`src/rtl/icache_ctrl_pkg.sv`:
```
// Shared constants, FSM state type and address-field helpers for the icache control stage.
package icache_ctrl_pkg;

  localparam logic [1:0] BURST_INCR = 2'b01;
  localparam logic [2:0] SIZE_8B    = 3'b011;
  localparam logic [1:0] RESP_OKAY  = 2'b00;
  localparam logic [7:0] AR_LEN_2B  = 8'd1;

  localparam int unsigned LINE_W   = 128;
  localparam int unsigned OFFS_LEN = 4;

  typedef enum logic [2:0] {
    S_IDLE   = 3'd0,
    S_LOOKUP = 3'd1,
    S_AR     = 3'd2,
    S_R      = 3'd3,
    S_WRITE  = 3'd4,
    S_RESP   = 3'd5
  } state_e;

  function automatic logic [31:0] word_sel(input logic [LINE_W-1:0] line, input logic [1:0] word);
    word_sel = line[32*word +: 32];
  endfunction

endpackage

```
`src/rtl/icache_ctrl.sv`:
```
// Instruction cache control stage: tag compare, hit return, 2-beat AXI4 line refill.
module icache_ctrl
  import icache_ctrl_pkg::*;
#(
  parameter int DATA_LEN = 32,
  parameter int ADDR_LEN = 6,
  parameter int TAG_LEN  = DATA_LEN - ADDR_LEN - 4,
  parameter int AXI_DW   = 64
) (
  input  logic                clk,
  input  logic                rst_n,
  input  logic                req_valid,
  output logic                req_ready,
  input  logic [DATA_LEN-1:0] req_addr,
  output logic                resp_valid,
  input  logic                resp_ready,
  output logic [DATA_LEN-1:0] resp_data,
  output logic                resp_err,
  output logic [TAG_LEN-1:0]  line_tag_in,
  input  logic                line_valid,
  input  logic [TAG_LEN-1:0]  line_tag,
  input  logic [127:0]        line_Q,
  output logic                line_CEN,
  output logic                line_WEN,
  output logic [127:0]        line_BWEN,
  output logic [ADDR_LEN-1:0] line_A,
  output logic [127:0]        line_D,
  output logic                arvalid,
  input  logic                arready,
  output logic [DATA_LEN-1:0] araddr,
  output logic [7:0]          arlen,
  output logic [2:0]          arsize,
  output logic [1:0]          arburst,
  input  logic                rvalid,
  output logic                rready,
  input  logic [AXI_DW-1:0]   rdata,
  input  logic [1:0]          rresp,
  input  logic                rlast
);

  state_e              state_q, state_d;
  logic [DATA_LEN-1:2] addr_q, addr_d;
  logic [1:0]          cnt_q, cnt_d;
  logic [127:0]        buf_q, buf_d;
  logic                err_q, err_d;
  logic [DATA_LEN-1:0] data_q, data_d;
  logic                rerr_q, rerr_d;

  logic [TAG_LEN-1:0]  lat_tag;
  logic [ADDR_LEN-1:0] lat_idx;
  logic [1:0]          lat_word;
  logic                hit;
  logic                beat_err;
  logic                unused_addr_lsb;

  assign lat_tag  = addr_q[DATA_LEN-1 -: TAG_LEN];
  assign lat_idx  = addr_q[OFFS_LEN +: ADDR_LEN];
  assign lat_word = addr_q[3:2];
  assign unused_addr_lsb = ^req_addr[1:0];

  assign hit = line_valid && (line_tag == lat_tag);
  // A non-OKAY beat, an rlast on the first beat, or a beat past the second all poison the refill.
  assign beat_err = (rresp != RESP_OKAY) || (rlast && (cnt_q == 2'd0)) || cnt_q[1];

  always_ff @(posedge clk or negedge rst_n) begin
    if (!rst_n) begin
      state_q <= S_IDLE;
      addr_q  <= '0;
      cnt_q   <= '0;
      buf_q   <= '0;
      err_q   <= 1'b0;
      data_q  <= '0;
      rerr_q  <= 1'b0;
    end else begin
      state_q <= state_d;
      addr_q  <= addr_d;
      cnt_q   <= cnt_d;
      buf_q   <= buf_d;
      err_q   <= err_d;
      data_q  <= data_d;
      rerr_q  <= rerr_d;
    end
  end

  always_comb begin
    state_d = state_q;
    unique case (state_q)
      S_IDLE:   if (req_valid) state_d = S_LOOKUP;
      S_LOOKUP: state_d = hit ? S_RESP : S_AR;
      S_AR:     if (arready) state_d = S_R;
      S_R:      if (rvalid && rlast) state_d = (err_q || beat_err) ? S_RESP : S_WRITE;
      S_WRITE:  state_d = S_RESP;
      S_RESP:   if (resp_ready) state_d = S_IDLE;
      default:  state_d = S_IDLE;
    endcase
  end

  always_comb begin
    addr_d = addr_q;
    cnt_d  = cnt_q;
    buf_d  = buf_q;
    err_d  = err_q;
    data_d = data_q;
    rerr_d = rerr_q;
    case (state_q)
      S_IDLE:   if (req_valid) addr_d = req_addr[DATA_LEN-1:2];
      S_LOOKUP: if (hit) begin
        data_d = word_sel(line_Q, lat_word);
        rerr_d = 1'b0;
      end
      S_AR:     if (arready) cnt_d = '0;
      S_R:      if (rvalid) begin
        if (!cnt_q[1]) begin
          if (cnt_q[0]) buf_d[127:64] = rdata;
          else          buf_d[63:0]   = rdata;
          cnt_d = cnt_q + 2'd1;
        end
        err_d = err_q | beat_err;
        if (rlast && (err_q || beat_err)) begin
          data_d = '0;
          rerr_d = 1'b1;
        end
      end
      S_WRITE: begin
        data_d = word_sel(buf_q, lat_word);
        rerr_d = 1'b0;
      end
      S_RESP:   if (resp_ready) err_d = 1'b0;
      default: ;
    endcase
  end

  // req_ready and the accept-time SRAM read are gated by rst_n so reset holds them quiet.
  always_comb begin
    req_ready = 1'b0;
    line_CEN  = 1'b1;
    line_WEN  = 1'b1;
    line_BWEN = '1;
    line_A    = lat_idx;
    arvalid   = 1'b0;
    rready    = 1'b0;
    case (state_q)
      S_IDLE: begin
        req_ready = rst_n;
        line_A    = req_addr[OFFS_LEN +: ADDR_LEN];
        if (req_valid && rst_n) line_CEN = 1'b0;
      end
      S_AR:    arvalid = 1'b1;
      S_R:     rready  = 1'b1;
      S_WRITE: begin
        line_CEN  = 1'b0;
        line_WEN  = 1'b0;
        line_BWEN = '0;
      end
      default: ;
    endcase
  end

  assign resp_valid  = (state_q == S_RESP);
  assign resp_data   = data_q;
  assign resp_err    = rerr_q;
  assign line_D      = buf_q;
  assign line_tag_in = lat_tag;
  assign araddr      = {lat_tag, lat_idx, 4'b0000};
  assign arlen       = AR_LEN_2B;
  assign arsize      = SIZE_8B;
  assign arburst     = BURST_INCR;

endmodule

```
`config.mk`:
```
export PLATFORM = sky130hd
export DESIGN_NAME = icache_ctrl
export DESIGN_NICKNAME = d
export VERILOG_FILES = /design/src/rtl/icache_ctrl_pkg.sv /design/src/rtl/icache_ctrl.sv
export SDC_FILE = /design/constraint.sdc
export NUM_CORES = 1
export LEC_CHECK = 0
export ABC_AREA = 1
export CORE_AREA = 2 2 241 243
export CTS_BUF_LIST = sky130_fd_sc_hd__clkbuf_4
export CTS_CLUSTER_DIAMETER = 40
export CTS_CLUSTER_SIZE = 40
export DETAILED_ROUTE_END_ITERATION = 12
export DIE_AREA = 0 0 243 245
export DONT_BUFFER_PORTS = 1
export REMOVE_ABC_BUFFERS = 1
export SKIP_CTS_REPAIR_TIMING = 1
export SYNTH_ARGS = -nofsm -noshare
export SYNTH_HDL_FRONTEND = slang
export SYNTH_SLANG_ARGS = --single-unit
```
`constraint.sdc`:
```
create_clock -name clk -period 8.01 [get_ports clk]
set_input_delay 1.2015 -clock clk [delete_from_list [all_inputs] [get_ports clk]]
set_output_delay 1.2015 -clock clk [all_outputs]
set_load 0.05 [all_outputs]
```
==> impl_metrics.env, run 1 <==
export IMPL_period_share_pct=70.49
export IMPL_final_nets=1831
export IMPL_insertion_delay_ns=0.75
export IMPL_crit_family="buffers and inverters"
export IMPL_startpoint_type="flip-flop"
export IMPL_drt_total_wl_um=51120
export IMPL_setup_tns_ns=0
export IMPL_synth_top_cell_area_share_pct=38.33
export IMPL_p_total_mw=6.794
export IMPL_gp_congestion=0.8381
export IMPL_synth_area_um2=12860
export IMPL_initial_core_util_pct=22.55
export IMPL_critPathCaptureType="output pin"
export IMPL_crit_path_end="line_BWEN[113]"
export IMPL_clock_sinks=197
export IMPL_dr_pass1_iters=5
export IMPL_yosys_warnings=0
export IMPL_path_class="flip-flop to output pin"
export IMPL_critPathArrivalTime_ns=4.44
export IMPL_syn_mean_instance_area_um2=7.059
export IMPL_worstReg2RegStart="state_q[2]"
export IMPL_drt_iter0_drc=635
export IMPL_avgRoutedWirePerCell_um=21.64
export IMPL_hold_viol_final=0
export IMPL_fin_cells=2362
export IMPL_antenna_found_initial=10
export IMPL_antenna_left=0
export IMPL_rsz0062_at_grt="false"
export IMPL_outcome="finished clean"
export IMPL_rr_worst_depth=11
export IMPL_cpMostUsedCell="buf_12"
export IMPL_crit_path_top_delay_cell="dfrtp_4"
export IMPL_core_area_um2=57030
export IMPL_post_dp_hpwl_um=35760
export IMPL_grt_util_all_layers_pct=16.76
export IMPL_hold_class="primary input to async pin"
export IMPL_tritoncts="built"
export IMPL_synth_edff_count=0
export IMPL_clk_pin_slew_ns=0.20
export IMPL_die_w_um=243
export IMPL_synth_area_top_cells="dfrtp_1, nand2_1, buf_4"
export IMPL_r2r_end="resp_data[14]"
export IMPL_setup_violations=0
export IMPL_rows=88
export IMPL_dp_cells=2321
export IMPL_path_cells="nand2_8, buf_12, buf_12, buf_12"
export IMPL_critPathLaunch="state_q[2]"
export IMPL_die_h_um=245
export IMPL_drv_slew=0
export IMPL_relSlewSlack_pct=25.03
export IMPL_drc=0
export IMPL_vias_per_cell=4.517
export IMPL_register_area_um2=4938
export IMPL_cp_max_fo=59
export IMPL_cts_path_max_buffers=2
export IMPL_r2r_slack_ns=3.57
export IMPL_htreeDepth=4
export IMPL_ys_ff_latch=197
export IMPL_grt_pass1_wl_um=71840
export IMPL_required_ns=6.81
export IMPL_critPathBufInv=3
export IMPL_synth_top_cells_by_count="nand2_1, inv_1, buf_4, nand3_1, dfrtp_1"
export IMPL_dr_total_vias=10668
export IMPL_drv_cap=0
export IMPL_skew_ns=0.02936
export IMPL_die_area_um2=59540
export IMPL_syn2layout_area_growth_pct=-2.704
export IMPL_vdd_drop_max_uv=449.2
export IMPL_synth_top_cell_by_area="dfrtp_1"
export IMPL_synth_flop_cell="dfrtp_1"
export IMPL_ys_seq_area_share_pct=38.33
export IMPL_grt_overflow=0
export IMPL_synthMostInstantiatedCell="nand2_1"
export IMPL_clock_fmax_mhz=177.1
export IMPL_io_buffers=0
export IMPL_grt_max_degree=199
export IMPL_path_depth=4
export IMPL_cts_made_buffers=17
export IMPL_leakage_nw=6.535
export IMPL_root_buffer="clkbuf_4"
export IMPL_slowest_delay_ns=0.77
export IMPL_multi_input_area_um2=5195
export IMPL_drive_gt1_share_pct=5.227
export IMPL_powerDensity_nw_per_um2=542.9
export IMPL_first_global_vias=10240
export IMPL_synth_cell_type_count=29
export IMPL_pin_count=624
export IMPL_synth_cells=1822
export IMPL_hold_slack_ns=0.1240
export IMPL_synthArstFlopShare_pct=100.0
export IMPL_fill_cells=6551
export IMPL_tightest_slew_ns=1.125
export IMPL_fin_crit_ns=5.646
## cells by family after synthesis
kind of cell | after synthesis | share of synthesized area [%]
AOI/OAI and AO/OA | 208 | 8.181
xor gates and xnor gates | 1 | 0.06811
buffers and inverters | 528 | 22.00
DFF | 197 | 38.33
muxes | 6 | 0.5253
other | 2 | 0.05839
and+or+nand+nor | 880 | 30.84
## worst min-delay path by stage
| stage | from | end | slack (ns) |
|---|---|---|---|
| 6_report | rst_n | line_D[105] | 0.12 |
| 5_1_grt | rst_n | addr_q[22] | 0.008 |
| 4_1_cts | rst_n | line_D[24] | 0.008 |
| 3_5_place_dp | cnt_q[1] | cnt_q[1] | 0.52 |
| 3_3_place_gp | cnt_q[1] | cnt_q[1] | 0.52 |
| 2_1_floorplan | cnt_q[1] | cnt_q[1] | 0.50 |
## layout make-up
cell class	count	area share (%)
flip-flops and latches	197	39.46
repair buffers	23	2.100
clock buffers	18	1.080
clock inverters	14	1.280
diodes	9	0.1800
well taps	765	7.648
inverters	224	6.739
multi-input cells	1112	41.51
## cells in the final DEF, fill, tap and decap left out, drive strengths merged
cell / count
clkbuf: 18
bufinv: 1
o21ai: 152
nand3b: 96
a21oi: 53
clkinvlp: 1
nand2: 476
nand4: 1
inv: 231
dfrtp: 197
o22ai: 1
xnor2: 1
clkinv: 5
o2111ai: 1
nor2: 108
diode: 9
a211oi: 1
mux2: 6
nand3: 199
buf: 23
conb: 17
## registers in the layout, summed over array words and instances, names as in the netlist
name / cells
addr_q: 30
cnt_q: 2
err_q: 1
line_D: 128
resp_data: 32
resp_err: 1
state_q: 3
## report_power, final
| part | internal, mW | leakage [nW] | switching [mW] | total (mW) |
|---|---|---|---|---|
| clock | 0.173 | 0.158 | 0.438 | 0.612 |
| combinational | 0.654 | 3.90 | 1.93 | 2.58 |
| sequential | 1.38 | 2.48 | 2.22 | 3.60 |
| total | 2.21 | 6.53 | 4.58 | 6.79 |
## stage by stage
step,worst slack (ns),util [%],cell area (µm²)
2_1_floorplan,-24.14,-,10930
3_3_place_gp,3.118,21.38,12200
3_5_place_dp,3.115,21.38,12200
4_1_cts,2.217,21.90,12490
5_1_grt,2.147,21.94,12510
6_report,2.364,21.94,12510
## worst register-to-register path, cell delays in order, from the launching register on
cell and delay (ns):
dfrtp_4 0.77, nand2_8 0.69, buf_12 0.82, buf_12 0.74
buf_12 0.66, nand2_1 0.16, nand3_1 0.19, nand3_1 0.10
nand2_1 0.09, nor2_1 0.05, nand3_1 0.07, nand2_1 0.06
## routing by layer
layer  track usage (%)  vias to the layer above  share of wire (%)  routed length (µm)
met2             28.36                      443                 50               25320
met4             7.578                        6                3.5                1813
met1             19.55                     5125                 40               20300
met5                 0                        -              0.070                  36
met3             4.975                       85                7.1                3652
li1                  -                     5009                  -                   -
Note: power is estimated with default switching activity, not from simulation.
==> run 2, diff against run 1 <==
--- a/config.mk
+++ b/config.mk
@@ -6,12 +6,12 @@
 export NUM_CORES = 1
 export LEC_CHECK = 0
 export ABC_AREA = 1
-export CORE_AREA = 2 2 241 243
+export CORE_AREA = 2 2 246 248
 export CTS_BUF_LIST = sky130_fd_sc_hd__clkbuf_4
 export CTS_CLUSTER_DIAMETER = 40
 export CTS_CLUSTER_SIZE = 40
 export DETAILED_ROUTE_END_ITERATION = 12
-export DIE_AREA = 0 0 243 245
+export DIE_AREA = 0 0 248 250
 export DONT_BUFFER_PORTS = 1
 export REMOVE_ABC_BUFFERS = 1
 export SKIP_CTS_REPAIR_TIMING = 1
==> constraint.sdc (replaced) <==
create_clock -name clk -period 5.1 [get_ports clk]
set_input_delay 0.765 -clock clk [delete_from_list [all_inputs] [get_ports clk]]
set_output_delay 0.765 -clock clk [all_outputs]
set_load 0.05 [all_outputs]
==> run 2 against run 1 <==
  * Sequential share of layout area is 0.67 points lower
  * Utilization is 0.57 points lower
  * Clock skew is 0.0082 ns higher
  * Final area is 1.7% higher
  * Combinational power is 64% higher
  * Register-to-register slack worse by 2.1 ns
  * Hold slack worse by 0.063 ns
  * Via count is 0.50% higher
  * Critical path type unchanged
  * Largest cell class unchanged
==> impl_metrics.env, run 2 (synthesis results as in run 1) <==
export IMPL_cts_made_buffers=17
export IMPL_core_area_um2=59570
export IMPL_avgRoutedWirePerCell_um=19.63
export IMPL_path_class="flip-flop to output pin"
export IMPL_largest_reg_flops=128
export IMPL_p_int_mw=3.517
export IMPL_die_w_um=248
export IMPL_rows=90
export IMPL_place_worst_setup_slack_ns=1.483
export IMPL_antenna_found_initial=7
export IMPL_period_share_pct=85.37
export IMPL_swShare_pct=67.00
export IMPL_seqPwrFrac_pct=51.5
export IMPL_io_buffers=0
export IMPL_htreeDepth=4
export IMPL_grt_pass1_wl_um=66930
export IMPL_p_total_mw=10.66
export IMPL_skew_ns=0.03754
export IMPL_insertion_delay_ns=0.75
export IMPL_drive_gt1_share_pct=6.696
export IMPL_fill_cells=6816
export IMPL_grt_max_degree=199
export IMPL_grt_util_all_layers_pct=14.77
export IMPL_drv_cap=0
export IMPL_vdd_drop_max_uv=492.4
export IMPL_powerDensity_nw_per_um2=836.9
export IMPL_cts_path_max_buffers=2
export IMPL_critPathCaptureType="output pin"
export IMPL_post_dp_hpwl_um=33160
export IMPL_final_nets=1856
export IMPL_fin_crit_ns=4.354
export IMPL_first_global_vias=10150
export IMPL_final_cell_mix="nand2_1, inv_1, nand3_1, dfrtp_1, nor2_1"
export IMPL_clk_pin_slew_ns=0.19
export IMPL_drc=0
export IMPL_tightest_slew_ns=1.135
export IMPL_tritoncts="built"
export IMPL_setup_violations=0
export IMPL_gp_congestion=0.8466
export IMPL_setup_tns_ns=0
export IMPL_initial_core_util_pct=21.59
export IMPL_vias_per_cell=4.465
export IMPL_power_switching_mw=7.139
export IMPL_fin_ws_ns=0.7462
export IMPL_leakage_nw=6.654
export IMPL_required_ns=4.34
export IMPL_critPathArrivalTime_ns=3.59
export IMPL_cp_max_fo=42
export IMPL_die_h_um=250
export IMPL_die_area_um2=62000
export IMPL_pwr_share_clk_pct=8.8
export IMPL_dr_total_vias=10721
export IMPL_pin_count=624
export IMPL_rr_worst_depth=10
export IMPL_root_buffer="clkbuf_4"
export IMPL_combinationalPowerShare_pct=39.7
export IMPL_drt_total_wl_um=47120
export IMPL_dr_pass1_iters=6
export IMPL_drt_iter0_drc=611
export IMPL_register_area_um2=4938
export IMPL_antenna_left=0
export IMPL_startpoint_type="flip-flop"
export IMPL_syn2layout_area_growth_pct=-1.012
export IMPL_drv_slew=0
export IMPL_hold_class="primary input to async pin"
export IMPL_clock_fmax_mhz=229.7
export IMPL_outcome="finished clean"
export IMPL_final_common_cell="nand2_1"
export IMPL_multi_input_area_um2=5195
export IMPL_grt_overflow=0
export IMPL_clock_sinks=197
export IMPL_relSlewSlack_pct=24.32
export IMPL_hold_viol_final=0
export IMPL_rsz0062_at_grt="false"
-- run 2: metrics by stage --
stage / cell area (µm²) / hold slack (ns) / utilization, % / instances
floorplan: 10930 / 0.4694 / - / 1533
global placement: 12400 / 0.4756 / 20.82 / 2362
detailed placement: 12400 / 0.4754 / 20.82 / 2362
CTS: 12690 / -0.4997 / 21.30 / 2394
global route: 12730 / 0.009422 / 21.37 / 2400
finish: 12730 / 0.06134 / 21.37 / 2401
-- run 2: path summary, 6_finish.rpt --
| kind | startpoint | to | slack [ns] |
|---|---|---|---|
| worst max register to register | state_q[0] | resp_data[28] | 1.43 |
| worst min register to register | cnt_q[1] | cnt_q[1] | 0.54 |
| max in group asynchronous | rst_n | line_D[59] | 4.13 |
| worst min-delay path | rst_n | addr_q[10] | 0.06 |
| min in group clk | rdata[17] | line_D[81] | 0.13 |
| worst max-delay path | state_q[0] | line_BWEN[35] | 0.75 |
-- run 2: per-layer routing --
layer	up-vias	global-route usage, %	wire, µm
li1	5057	-	-
met5	-	0	27
met2	463	24.15	22510
met3	57	4.269	3586
met4	4	6.159	1274
met1	5140	18.01	19720
-- run 2: power groups by stage --
| stage | clock network [mW] | registers, mW | logic [mW] |
|---|---|---|---|
| final | 0.941 | 5.49 | 4.23 |
| after global routing | 1.05 | 5.59 | 4.67 |
| after CTS | 1.00 | 5.51 | 4.25 |
| after detailed placement | 0 | 5.54 | 4.25 |
| after global placement | 0 | 5.54 | 4.19 |
| after floorplan | 0 | 5.25 | 2.81 |
-- run 2: critical path: stages (launching register included) --
cell and delay, ns:
dfrtp_1 0.51, nor2_4 0.09, nand2_8 0.35, buf_12 1.69
-- run 2: area by class of cell --
cell class,instances,area share (%)
Clock buffer,17,1.002
Clock inverter,15,1.248
Tap cell,782,7.685
Sequential cell,197,38.79
Inverter,224,6.623
Timing Repair Buffer,48,3.734
Antenna cell,6,0.1179
Multi-Input combinational cell,1112,40.80
